===== src/rtl/la_uart_tx_dump.sv =====
// rtl/la_uart_tx_dump.sv - streams a sample-RAM block over UART 8N1 as sync, data, checksum.
// Outputs are registered from the current state, so the line lags the internal character timer by one cycle.
module la_uart_tx_dump #(
    parameter int unsigned CLK_FREQ = 50000000,
    parameter int unsigned BAUD     = 115200,
    parameter logic [7:0]  SYNC0    = 8'h55,
    parameter logic [7:0]  SYNC1    = 8'hAA
) (
    input  logic        clk_50M,
    input  logic        rst,
    input  logic        start,
    input  logic [16:0] start_addr,
    input  logic [16:0] byte_cnt,
    output logic        rd_en,
    output logic [16:0] rd_addr,
    input  logic [7:0]  rd_data,
    output logic        uart_tx,
    output logic        busy,
    output logic        done
);

    localparam int unsigned CLKS_PER_BIT = CLK_FREQ / BAUD;
    localparam int unsigned CW = (CLKS_PER_BIT > 1) ? $clog2(CLKS_PER_BIT) : 1;
    localparam logic [CW-1:0] BAUD_LAST = CW'(CLKS_PER_BIT - 1);

    typedef enum logic [2:0] {S_IDLE, S_SYNC0, S_SYNC1, S_DATA, S_CSUM, S_FIN} state_t;

    state_t      state_q, state_d;
    logic [CW-1:0] baud_q, baud_d;
    logic [3:0]  bit_q, bit_d;
    logic [16:0] addr_q, addr_d;
    logic [16:0] rd_left_q, rd_left_d;
    logic [16:0] data_left_q, data_left_d;
    logic [7:0]  hold_q, hold_d;
    logic [7:0]  cur_q, cur_d;
    logic [7:0]  csum_q, csum_d;
    logic        rd_pend_q, rd_pend_d;
    logic        rd_en_q, rd_en_d;
    logic [16:0] rd_addr_q, rd_addr_d;
    logic        tx_q, tx_d;
    logic        busy_q, busy_d;
    logic        done_q, done_d;

    logic [7:0]  char_byte;
    logic [2:0]  bit_sel;
    logic        char_end;

    always_comb begin
        case (state_q)
            S_SYNC1: char_byte = SYNC1;
            S_DATA:  char_byte = cur_q;
            S_CSUM:  char_byte = csum_q;
            default: char_byte = SYNC0;
        endcase
    end

    assign bit_sel  = 3'(bit_q - 4'd1);
    assign char_end = (baud_q == BAUD_LAST) && (bit_q == 4'd9);

    always_comb begin
        state_d     = state_q;
        baud_d      = baud_q;
        bit_d       = bit_q;
        addr_d      = addr_q;
        rd_left_d   = rd_left_q;
        data_left_d = data_left_q;
        hold_d      = hold_q;
        cur_d       = cur_q;
        csum_d      = csum_q;
        rd_pend_d   = rd_en_q;
        rd_en_d     = 1'b0;
        rd_addr_d   = rd_addr_q;
        tx_d        = 1'b1;
        busy_d      = 1'b1;
        done_d      = 1'b0;

        // RAM data arrives one cycle after the strobe; fold it into the checksum as it lands
        if (rd_pend_q) begin
            hold_d = rd_data;
            csum_d = csum_q + rd_data;
        end

        case (state_q)
            S_IDLE: begin
                busy_d = 1'b0;
                if (start) begin
                    state_d     = S_SYNC0;
                    baud_d      = '0;
                    bit_d       = 4'd0;
                    addr_d      = start_addr;
                    rd_left_d   = byte_cnt;
                    data_left_d = byte_cnt;
                    csum_d      = 8'h00;
                end
            end
            S_FIN: begin
                busy_d  = 1'b0;
                done_d  = 1'b1;
                state_d = S_IDLE;
            end
            default: begin
                if (bit_q == 4'd0)      tx_d = 1'b0;
                else if (bit_q == 4'd9) tx_d = 1'b1;
                else                    tx_d = char_byte[bit_sel];

                if (baud_q == BAUD_LAST) begin
                    baud_d = '0;
                    bit_d  = (bit_q == 4'd9) ? 4'd0 : bit_q + 4'd1;
                end else begin
                    baud_d = baud_q + 1'b1;
                end

                // Prefetch the next data byte at the start of the character before it
                if (baud_q == '0 && bit_q == 4'd0 && rd_left_q != 17'd0 &&
                    (state_q == S_SYNC1 || state_q == S_DATA)) begin
                    rd_en_d   = 1'b1;
                    rd_addr_d = addr_q;
                    addr_d    = addr_q + 17'd1;
                    rd_left_d = rd_left_q - 17'd1;
                end

                if (char_end) begin
                    case (state_q)
                        S_SYNC0: state_d = S_SYNC1;
                        S_SYNC1: begin
                            if (data_left_q != 17'd0) begin
                                state_d = S_DATA;
                                cur_d   = hold_q;
                            end else begin
                                state_d = S_CSUM;
                            end
                        end
                        S_DATA: begin
                            data_left_d = data_left_q - 17'd1;
                            if (data_left_q == 17'd1) begin
                                state_d = S_CSUM;
                            end else begin
                                state_d = S_DATA;
                                cur_d   = hold_q;
                            end
                        end
                        S_CSUM:  state_d = S_FIN;
                        default: state_d = S_IDLE;
                    endcase
                end
            end
        endcase
    end

    always_ff @(posedge clk_50M) begin
        if (rst) begin
            state_q     <= S_IDLE;
            baud_q      <= '0;
            bit_q       <= 4'd0;
            addr_q      <= 17'd0;
            rd_left_q   <= 17'd0;
            data_left_q <= 17'd0;
            hold_q      <= 8'h00;
            cur_q       <= 8'h00;
            csum_q      <= 8'h00;
            rd_pend_q   <= 1'b0;
            rd_en_q     <= 1'b0;
            rd_addr_q   <= 17'd0;
            tx_q        <= 1'b1;
            busy_q      <= 1'b0;
            done_q      <= 1'b0;
        end else begin
            state_q     <= state_d;
            baud_q      <= baud_d;
            bit_q       <= bit_d;
            addr_q      <= addr_d;
            rd_left_q   <= rd_left_d;
            data_left_q <= data_left_d;
            hold_q      <= hold_d;
            cur_q       <= cur_d;
            csum_q      <= csum_d;
            rd_pend_q   <= rd_pend_d;
            rd_en_q     <= rd_en_d;
            rd_addr_q   <= rd_addr_d;
            tx_q        <= tx_d;
            busy_q      <= busy_d;
            done_q      <= done_d;
        end
    end

    assign rd_en   = rd_en_q;
    assign rd_addr = rd_addr_q;
    assign uart_tx = tx_q;
    assign busy    = busy_q;
    assign done    = done_q;

endmodule


===== config.mk =====
export PLATFORM = sky130hd
export DESIGN_NAME = la_uart_tx_dump
export DESIGN_NICKNAME = d
export VERILOG_FILES = /design/src/rtl/la_uart_tx_dump.sv
export SDC_FILE = /design/constraint.sdc
export NUM_CORES = 1
export LEC_CHECK = 0
export CAP_MARGIN = 5
export CORE_AREA = 5 5 111 113
export CTS_BUF_LIST = sky130_fd_sc_hd__clkbuf_16
export DETAILED_ROUTE_END_ITERATION = 12
export DIE_AREA = 0 0 116 118
export PLACE_DENSITY = 0.79
export SLEW_MARGIN = 20
export SYNTH_ARGS = -nofsm -noshare
export SYNTH_HDL_FRONTEND = slang
export SYNTH_SLANG_ARGS = --single-unit
export TNS_END_PERCENT = 50

===== constraint.sdc =====
create_clock -name clk_50M -period 2.8 [get_ports clk_50M]
set_input_delay 0.56 -clock clk_50M [delete_from_list [all_inputs] [get_ports clk_50M]]
set_output_delay 0.56 -clock clk_50M [all_outputs]
set_load 0.005 [all_outputs]

==> key figures <==
Status
  • Status: finished clean

Layout
  • Fin util: between 60% and 70%
  • Fill cells: a little over 900
  • Fraction of layout cells with a size suffix above 1: ~9.0%
  • Synth-to-layout area growth: 23.2%
  • Finished Layout Cells: about 1000
  • ANT cells: 0
  • Design area: approximately 7600 um^2
  • NumNets Final: roughly 910

Placement
  • DP Cell Count: between 900 and 1000
  • Placed inst area: 7030 um^2
  • Detailed placement HPWL: roughly 12000 um
  • Port Buffer Count: between 60 and 70
  • GP Congestion: between 0.8 and 0.9

Die
  • IO Pins: 66
  • DIE AREA: roughly 14000 um^2
  • Die W: between 100 and 150 um
  • Starting Density: 55.3%
  • Core Box Area: between 10000 and 15000 um^2
  • Die height: about 120 um
  • Row count: 39

Flow run
  • Max-Cap Viols: 0

Logic synthesis
  • Yosys top cell area share: a little over a third
  • EDFF count, synth: 0
  • Most used DFF post-synth: dfxtp_1
  • Sequential element share of the synthesized area: 36.5%
  • Mux share of post-synthesis cell area: roughly 4.2%
  • Post-synth top cells: dfxtp_1 (113), nand2_1 (107), nor2_1 (80)
  • Area contributors post-synth: dfxtp_1 (36%), nand2_1 (6.5%), a21oi_1 (5.6%)
  • Post-Synth Simple-Gate Area: between 20% and 30%
  • Most frequent cell after synthesis: dfxtp_1
  • Complex-gate fraction of the synthesized area: 22.6%
  • Yosys reg bits: 113
  • Syn avg cell area: 7.90 um^2
  • Syn nets: ~850
  • Adder-cell share of the synthesized area: ~4.4%
  • Syn Inst Count: a little under 800
  • Cell variety after synth: 74
  • Leading area contributor after synthesis: dfxtp_1
  • Warnings from Yosys: 0
  • Post-synth ARST share: 0%
  • Cell Area, Synth: between 6000 and 7000 um^2
  • Largest family of logic cells by synthesized area: simple AND/OR/NAND/NOR gates
  • Xor and xnor area share after synthesis: about 1.4%

Drt
  • Wirelength per Cell: around 17 um
  • Via count: approximately 6300
  • Drt drc: 0
  • Antenna Violating Nets Remaining: 0
  • Drt total wl: roughly 17000 um
  • Router iterations before antenna repair: 5
  • Vias per cell: 6.26
  • First DRT Iteration DRCs: 554

Global routing
  • First-pass GRT wire length: 28900 um
  • Initial antenna violation count: 0
  • Grt ovf: 0
  • All-layer global routing usage: around 26%
  • Number of global-route vias before repair: between 6000 and 7000
  • Largest net degree at the start of global routing: 63

Critical path
  • Startpoint types: register
  • CP Class: register to register
  • Critical Path Sink Type: register
  • Worst Path Arrival: between 2 and 3 ns
  • Crit Path Max Fanout: 9
  • CP max stage delay: 0.42 ns
  • CP cell instances: inv_1 > ha_1 > nor4b_1 > nand4_1 > a31o_1 > a21oi_2 > nor2_1 > a2111oi_1
  • Critical Path RT: approximately 3.1 ns
  • Slowest cell on crit path: a21oi_2

Power
  • Power density over cell area: about 600 nW/um^2
  • Worst VDD drop: 0.000456 V
  • Net Sw Frac: a little over a quarter
  • Leakage: about 0.0028 uW
  • Sw power: between 1000 and 1500 uW
  • Sequential share of power: a little under two fifths
  • Clock network power share: 48.9%
  • P_int: between 3000 and 4000 uW
  • Combinational Power Share: 13.4%

STA
  • Max Fclk: 404 MHz
  • Final Hold Viols: 0
  • Fin Hold WS: around 0.45 ns
  • Least-Margin Pin Slew: around 1 ns
  • Total negative slack: 0 ns
  • Max Slew Vio Count: 0
  • Slew headroom: 33.9%
  • Setup Viol. Count Final: 0
  • Setup Skew: 0.00701 ns
  • Final min period: about 2.5 ns
  • Fin crit share: 88.5%
  • RSZ-0062 raised after global routing: no

Clock tree
  • Postcts setup bufs: 0
  • CTS tree: built
  • # hold bufs at CTS: 0
  • CTS sink count: 113
  • Max clock buf depth: 2
  • Cts bufs inserted: 17
  • Worst-Skew Late Latency: approximately 0.42 ns
  • Cts repair resizes: 0
  • Htree depth: 4
  • Worst-path clk slew: 0.06 ns
  • Root Driver: clkbuf_16

Worst hold path
  • Hold crit path type: register to register
## worst max-delay path: cells and delay by family (launching register included)
| family | cells | cell delay, ns |
|---|---|---|
| buf+inv | 1 | 0.10 |
| compound gates | 3 | 1.12 |
| fa+ha+maj | 1 | 0.16 |
| flops | 1 | 0.38 |
| simple gates | 3 | 0.60 |
## state kept, by name, indices dropped and copies added (netlist names), 8 cells and up
register,cells
rd_left_q,17
hold_q,8
data_left_q,17
rd_addr,17
baud_q,9
cur_q,8
addr_q,17
csum_q,8
## per-stage QoR
stage | power [uW] | setup WS [ns]
after detailed placement | 2390 | 0.0497
after floorplan | 2170 | 0.573
after CTS | 4650 | 0.356
final | 4650 | 0.322
after global placement | 2370 | 0.134
after global routing | 4810 | 0.131
## final timing paths
kind	startpoint	end	slack, ns	cells after the start
setup / recovery	baud_q[0]	addr_q[10]	0.32	8
hold / removal	rd_addr[8]	rd_addr[8]	0.45	2
setup reg to reg	baud_q[0]	addr_q[10]	0.32	8
hold reg to reg	rd_addr[8]	rd_addr[8]	0.45	2
## logic make-up after synthesis
logic type | Yosys count
AND/OR/NAND/NOR | 332
AO/OA/AOI/OAI | 219
buffers and inverters | 65
XOR/XNOR | 10
flip-flops | 113
adder cells (fa/ha/maj) | 21
multiplexers | 26
## layout by cell type, fill, tap and decap left out, drive strengths merged, types with 7 or more instances in the layout
cell           Yosys  layout
a211oi            12      12
clkdlybuf4s50      0      64
o22ai              8       8
clkbuf            33      17
nor2b              9       9
a22oi              7       7
nor4              14      14
nor2              80      80
a21oi             70      70
or4                8       8
ha                20      20
o21ai             44      44
inv               17      17
mux2i             25      25
buf               15      26
nand4             13      13
nor3              29      29
or3                8       8
nand2            107     107
a31oi             18      18
o211ai            10      10
dfxtp            113     113
nand3             24      24
## power groups by stage
stage / combinational [uW] / sequential, uW / clock [uW]
finish: 624 / 1750 / 2280
detailed placement: 608 / 1780 / 0
global route: 684 / 1760 / 2370
floorplan: 405 / 1760 / 0
global placement: 590 / 1780 / 0
CTS: 615 / 1750 / 2290
## final cells by class
class / count / area [um^2] / area share [%]
clock inverter: 15 / 193 / 2.52
inverter: 17 / 63.8 / 0.835
tap: 143 / 179 / 2.34
sequential: 113 / 2260 / 29.6
clock buffer: 17 / 425 / 5.56
multi-input combinational: 608 / 3690 / 48.2
timing repair buffer: 90 / 833 / 10.9
## metal layers
metal / wire length [um] / global-route usage (%) / vias up / part of all wire, %
met5: 0 / 0 / - / 0
met4: 257 / 9.21 / 0 / 1.5
met3: 1150 / 6.17 / 28 / 6.7
met2: 8240 / 41.0 / 253 / 48
met1: 7590 / 33.2 / 2986 / 44
li1: - / - / 3016 / -
Note: power is estimated with default switching activity, not from simulation.
==> edit 1, RTL diff (same flow settings) <==
Register the output `rd_addr` once more; this adds one clock of latency there. The other outputs are not delayed to match.
--- a/src/rtl/la_uart_tx_dump.sv
+++ b/src/rtl/la_uart_tx_dump.sv
@@ -185,5 +185,7 @@
 
     assign rd_en   = rd_en_q;
-    assign rd_addr = rd_addr_q;
+    always_ff @(posedge clk_50M) begin
+        rd_addr <= rd_addr_q;
+    end
     assign uart_tx = tx_q;
     assign busy    = busy_q;
Formal check against the unedited RTL: same outputs for any inputs over 10 cycles, from zero or initial values and one cycle with rst high; that may be too few to reach the edited logic, so the function may still have changed.
==> edit 1 against the original RTL <==
  * Sequential cell count is 17 higher
  * Critical endpoint is now rd_left_q[9]
  * Combinational power is 13% higher
  * Utilization is 4.2 points higher
  * Design area is 6.2% higher
  * Critical path type unchanged
  * Setup slack worse by 0.16 ns
  * Clock power is 2% higher
  * Total power is 8.1% higher
  * Highest routed layer unchanged
  * Synthesized cell count is 0.13% higher
  * Wire length is 6.7% higher
  * Area after synthesis is 6.4% higher
==> edit 1: results (changes against the original RTL) <==
clk slew on worst S/H paths: 0.06 ns (about the same)
final worst clock skew: 0.006189 ns (-0.0008193 ns)
adder-cell share of the synthesized area: 4.095% (-0.26 points)
Net Sw Frac: 26.88% (+0.10 points)
Compound-Gate Fraction of Synth Area: 24.53% (+1.9 points)
multiplexer share of the synthesized area: 3.185% (-1.0 points)
synth unique cells: 82 (+11%)
CP max stage delay: 0.50 ns (+0.08 ns)
Max clock buf depth: 2 (unchanged)
Final HPWL DP: 12,880 um (+8.6%)
n_diodes: 0 (unchanged)
initial antenna violation count: 0 (unchanged)
ranking of synthesized cells by area: dfxtp_1 (39%), nand2_1 (5.7%), a21oi_1 (5.0%)
outcome: finished, final reports clean
CTS resizes: 0 (unchanged)
first-pass GRT wire length: 29,860 um (+3.3%)
Avg WL per Cell: 18.21 um (+5.9%)
CP max FO: 21 (+12)
largest net degree at the start of global routing: 53 (-16%)
Main synth FF type: dfxtp_1
Seq/Total Area, Yosys: 39.43% (+3.0 points)
GRT Overall Usage: 27.06% (+1.5 points)
placed insts: 976 (+0.51%)
minimum clock period: 2.633 ns (+0.1556 ns)
routed vias: 6,434 (+2.4%)
DP Worst Slack: 0.05910 ns (+0.009393 ns)
ys async rst share: 0% (unchanged)
HP Class: reg -> reg
Worst-Skew Late Latency: 0.43 ns
Port Buf Inserts: 65 (unchanged)
Critical-path top delay cell: or4_1
R2R setup slack: 0.17 ns (-0.16 ns)
Slew headroom: 27.00% (-6.9 points)
vias in the first global route: 6,190 (+1.5%)
Final GP Congestion: 0.8821 (-1.4%)
fin nets: 920 (+0.77%)
warnings from Yosys: 0 (unchanged)
CTS Buf Count: 17 (unchanged)
Post-Synth XOR/XNOR Area: 1.460% (+0.048 points)
CTS root buf: clkbuf_16
Leak Pwr: 2.924 nW (+5.9%)
DR iter-0 viols: 566 (+2.2%)
DR pass1 iterations: 5 (unchanged)
H-tree levels: 4 (unchanged)
VDD IR max: 0.0005226 V (+15%)
final std cells w/o fill: 1,010 (+0.70%)
Synth Net Count: 853 (+0.12%)
post-synthesis instance total: 787 (+0.13%)
Crit path arrival time: 2.95 ns (+0.17 ns)
top cells by count, synth: dfxtp_1 (130), nand2_1 (101), nor2_1 (70)
share of cells above drive strength 1: 9.112% (+0.16 points)
Final Hold Slack: 0.3520 ns (-0.09543 ns)
-- edit 1: cell count changes after synthesis, moves of 7 or more --
cell     before  now
a31oi_1      18    6
a32o_1        3   10
dfxtp_1     113  130
nor2_1       80   70
o21ai_0      42   34
o21ai_1       1    9
-- edit 1: critical path: cells and delay by family, from the launching register on --
family / cells / cell delay, ns
DFF: 1 / 0.35
buffers and inverters: 2 / 0.37
AOI/OAI and AO/OA: 2 / 0.53
adders and majority gates: 1 / 0.16
and+or+nand+nor: 3 / 1.09
-- edit 1: through the flow --
step	util, %	cell area [um^2]
after global routing	72.31	8115
after detailed placement	66.68	7483
after floorplan	-	6600
after CTS	72.17	8100
after global placement	66.60	7475
final	72.31	8115
-- edit 1: area by class of cell --
class / instances / area (um^2)
Clock buffer: 17 / 425.4
Tap cell: 143 / 178.9
Timing Repair Buffer: 95 / 908.4
Fill cell: 906 / 3108
Clock inverter: 15 / 191.4
Multi-Input combinational cell: 591 / 3737
Inverter: 19 / 71.32
Sequential cell: 130 / 2603
-- edit 1: final timing paths --
kind                 from           end  depth (start not counted)
min reg2reg  rd_addr_q[9]    rd_addr[9]                          0
max reg2reg      bit_q[0]  rd_left_q[9]                          8
min          rd_addr_q[9]    rd_addr[9]                          0
max              bit_q[0]  rd_left_q[9]                          8
-- edit 1: cell families after synthesis --
kind of cell / after synthesis
flops: 130
simple gates: 307
xor+xnor: 11
buf+inv: 66
mux: 21
fa+ha+maj: 21
compound gates: 231
-- edit 1: timing repair --
action                                 4_1_cts  5_1_grt
hold buffers                                 0        0
endpoints found under the hold margin        0        0
setup endpoints to repair                    0        1
setup buffers                                0        2
-- edit 1: power by group through the flow --
stage               Clock (mW)  Sequential (mW)  Combinational (mW)
floorplan                    0             2.01               0.459
global placement             0             2.03               0.672
detailed placement           0             2.04               0.691
CTS                       2.36             2.00               0.698
global route              2.45             2.01               0.768
finish                    2.32             2.00               0.708
-- edit 1: metal layers --
layer  vias up  share of wire, %  track usage, %
li1       3060                 -               -
met5         -                 0               0
met1      3060                42           33.61
met2       258                49           44.60
met4         0               2.7           10.73
met3        56               6.7           6.581
==> edit 2, RTL diff (config.mk and constraints unchanged) <==
Without the edit above. `CLK_FREQ`: 50000000 -> 100000000.
--- a/src/rtl/la_uart_tx_dump.sv
+++ b/src/rtl/la_uart_tx_dump.sv
@@ -2,5 +2,5 @@
 // Outputs are registered from the current state, so the line lags the internal character timer by one cycle.
 module la_uart_tx_dump #(
-    parameter int unsigned CLK_FREQ = 50000000,
+    parameter int unsigned CLK_FREQ = 100000000,
     parameter int unsigned BAUD     = 115200,
     parameter logic [7:0]  SYNC0    = 8'h55,
Check against the original RTL: no difference found for any inputs over 10 cycles, from zero or initial values and one cycle with rst high; that may be too few to reach the edited logic, so the function may still have changed.
==> edit 2 against the original RTL <==
  * Non-clock buffer count is 2 lower
  * Wire length down 1.2%
  * Cell count rose by 1.5%
  * Design area decreased by 0.29%
  * Sequential cell count grew 1
  * Utilization fell by 0.20 points
  * Area after synthesis increased by 1.1%
  * Count of clock-buffer cells in the layout unchanged
  * Synthesized cell count is 2.7% higher
  * Setup slack got worse by 0.17 ns
  * Sequential share of layout area up 0.35 points
  * Total power fell by 1.4%
==> edit 2: results (changes against the original RTL) <==
buffering overhead: 10.74% (-0.16 points)
multi-input combinational area share: 48.70% (+0.45 points)
final worst clock skew: 0.007298 ns (+0.0002894 ns)
routed vias: 6,273 (-0.16%)
Leak Pwr: 2.807 nW (+1.7%)
worst r2r src: bit_q[0]
VDD IR max: 0.0004632 V (+1.7%)
met3 usage: 6.478% (+0.31 points)
multiplexer share of the synthesized area: 4.665% (+0.45 points)
DR iter-0 viols: 778 (+40%)
WL met3: 1045 um (-9.4%)
Crit path arrival time: 2.95 ns (+0.17 ns)
fill count: 949 (+4.3%)
Final GP Congestion: 0.8884 (-0.73%)
first-pass GRT wire length: 28,540 um (-1.2%)
Compound-Gate Fraction of Synth Area: 22.11% (-0.49 points)
DP Worst Slack: 0.1037 ns (+0.05402 ns)
GRT Overall Usage: 25.50% (-0.089 points)
WL met1: 7355 um (-3.1%)
vias in the first global route: 6,077 (-0.34%)
adder-cell share of the synthesized area: 4.107% (-0.25 points)
Synth Net Count: 872 (+2.3%)
nonclk inv count: 15 (-2)
Layout clock area frac: 7.534% (-0.55 points)
CP max FO: 13 (+4)
WL met2: 8131 um (-1.3%)
routed wire length: 17,020 um (-1.2%)
Register Area: 2282 um^2 (+0.88%)
outcome: finished, final reports clean
Avg WL per Cell: 16.72 um (-2.7%)
share of cells above drive strength 1: 8.457% (-0.50 points)
top cells by count, synth: nand2_1 (118), dfxtp_1 (114), nor2_1 (94)
M2 GR Usage: 40.65% (-0.32 points)
Fmax: 377.7 MHz (-6.4%)
R2R setup slack: 0.15 ns (-0.17 ns)
Hold EP: rd_addr[14]
Psw: 1.237 mW (-0.71%)
ranking of synthesized cells by area: dfxtp_1 (36%), nand2_1 (7.1%), a21oi_1 (6.9%)
Placed Area: 7048 um^2 (+0.30%)
hold wc startpoint: rd_addr[14]
Post-Synth XOR/XNOR Area: 2.372% (+0.96 points)
-- edit 2: changes by cell type after synthesis, moves of 5 or more --
cell | before | now
o21ai_1 | 1 | 6
a22o_1 | 0 | 8
nand2_1 | 107 | 118
a211oi_1 | 11 | 4
a31oi_1 | 18 | 8
a21oi_1 | 69 | 86
or3_1 | 8 | 2
xnor2_1 | 4 | 9
o21ai_0 | 42 | 47
o22ai_1 | 8 | 2
nor2_1 | 80 | 94
-- edit 2: power by group through the flow --
stage	Clock (mW)	Combinational [mW]	Sequential, mW
final	2.11	0.696	1.78
after global routing	2.22	0.767	1.79
after CTS	2.13	0.686	1.77
after detailed placement	0	0.677	1.81
after global placement	0	0.659	1.80
after floorplan	0	0.482	1.77
-- edit 2: critical path: stages (launching register included) --
cell,delay (ns)
dfxtp_1,0.60
inv_1,0.15
ha_1,0.27
xor2_1,0.21
a2111oi_0,0.62
a31oi_1,0.08
o2111ai_1,0.17
a211oi_1,0.12
o32a_1,0.31
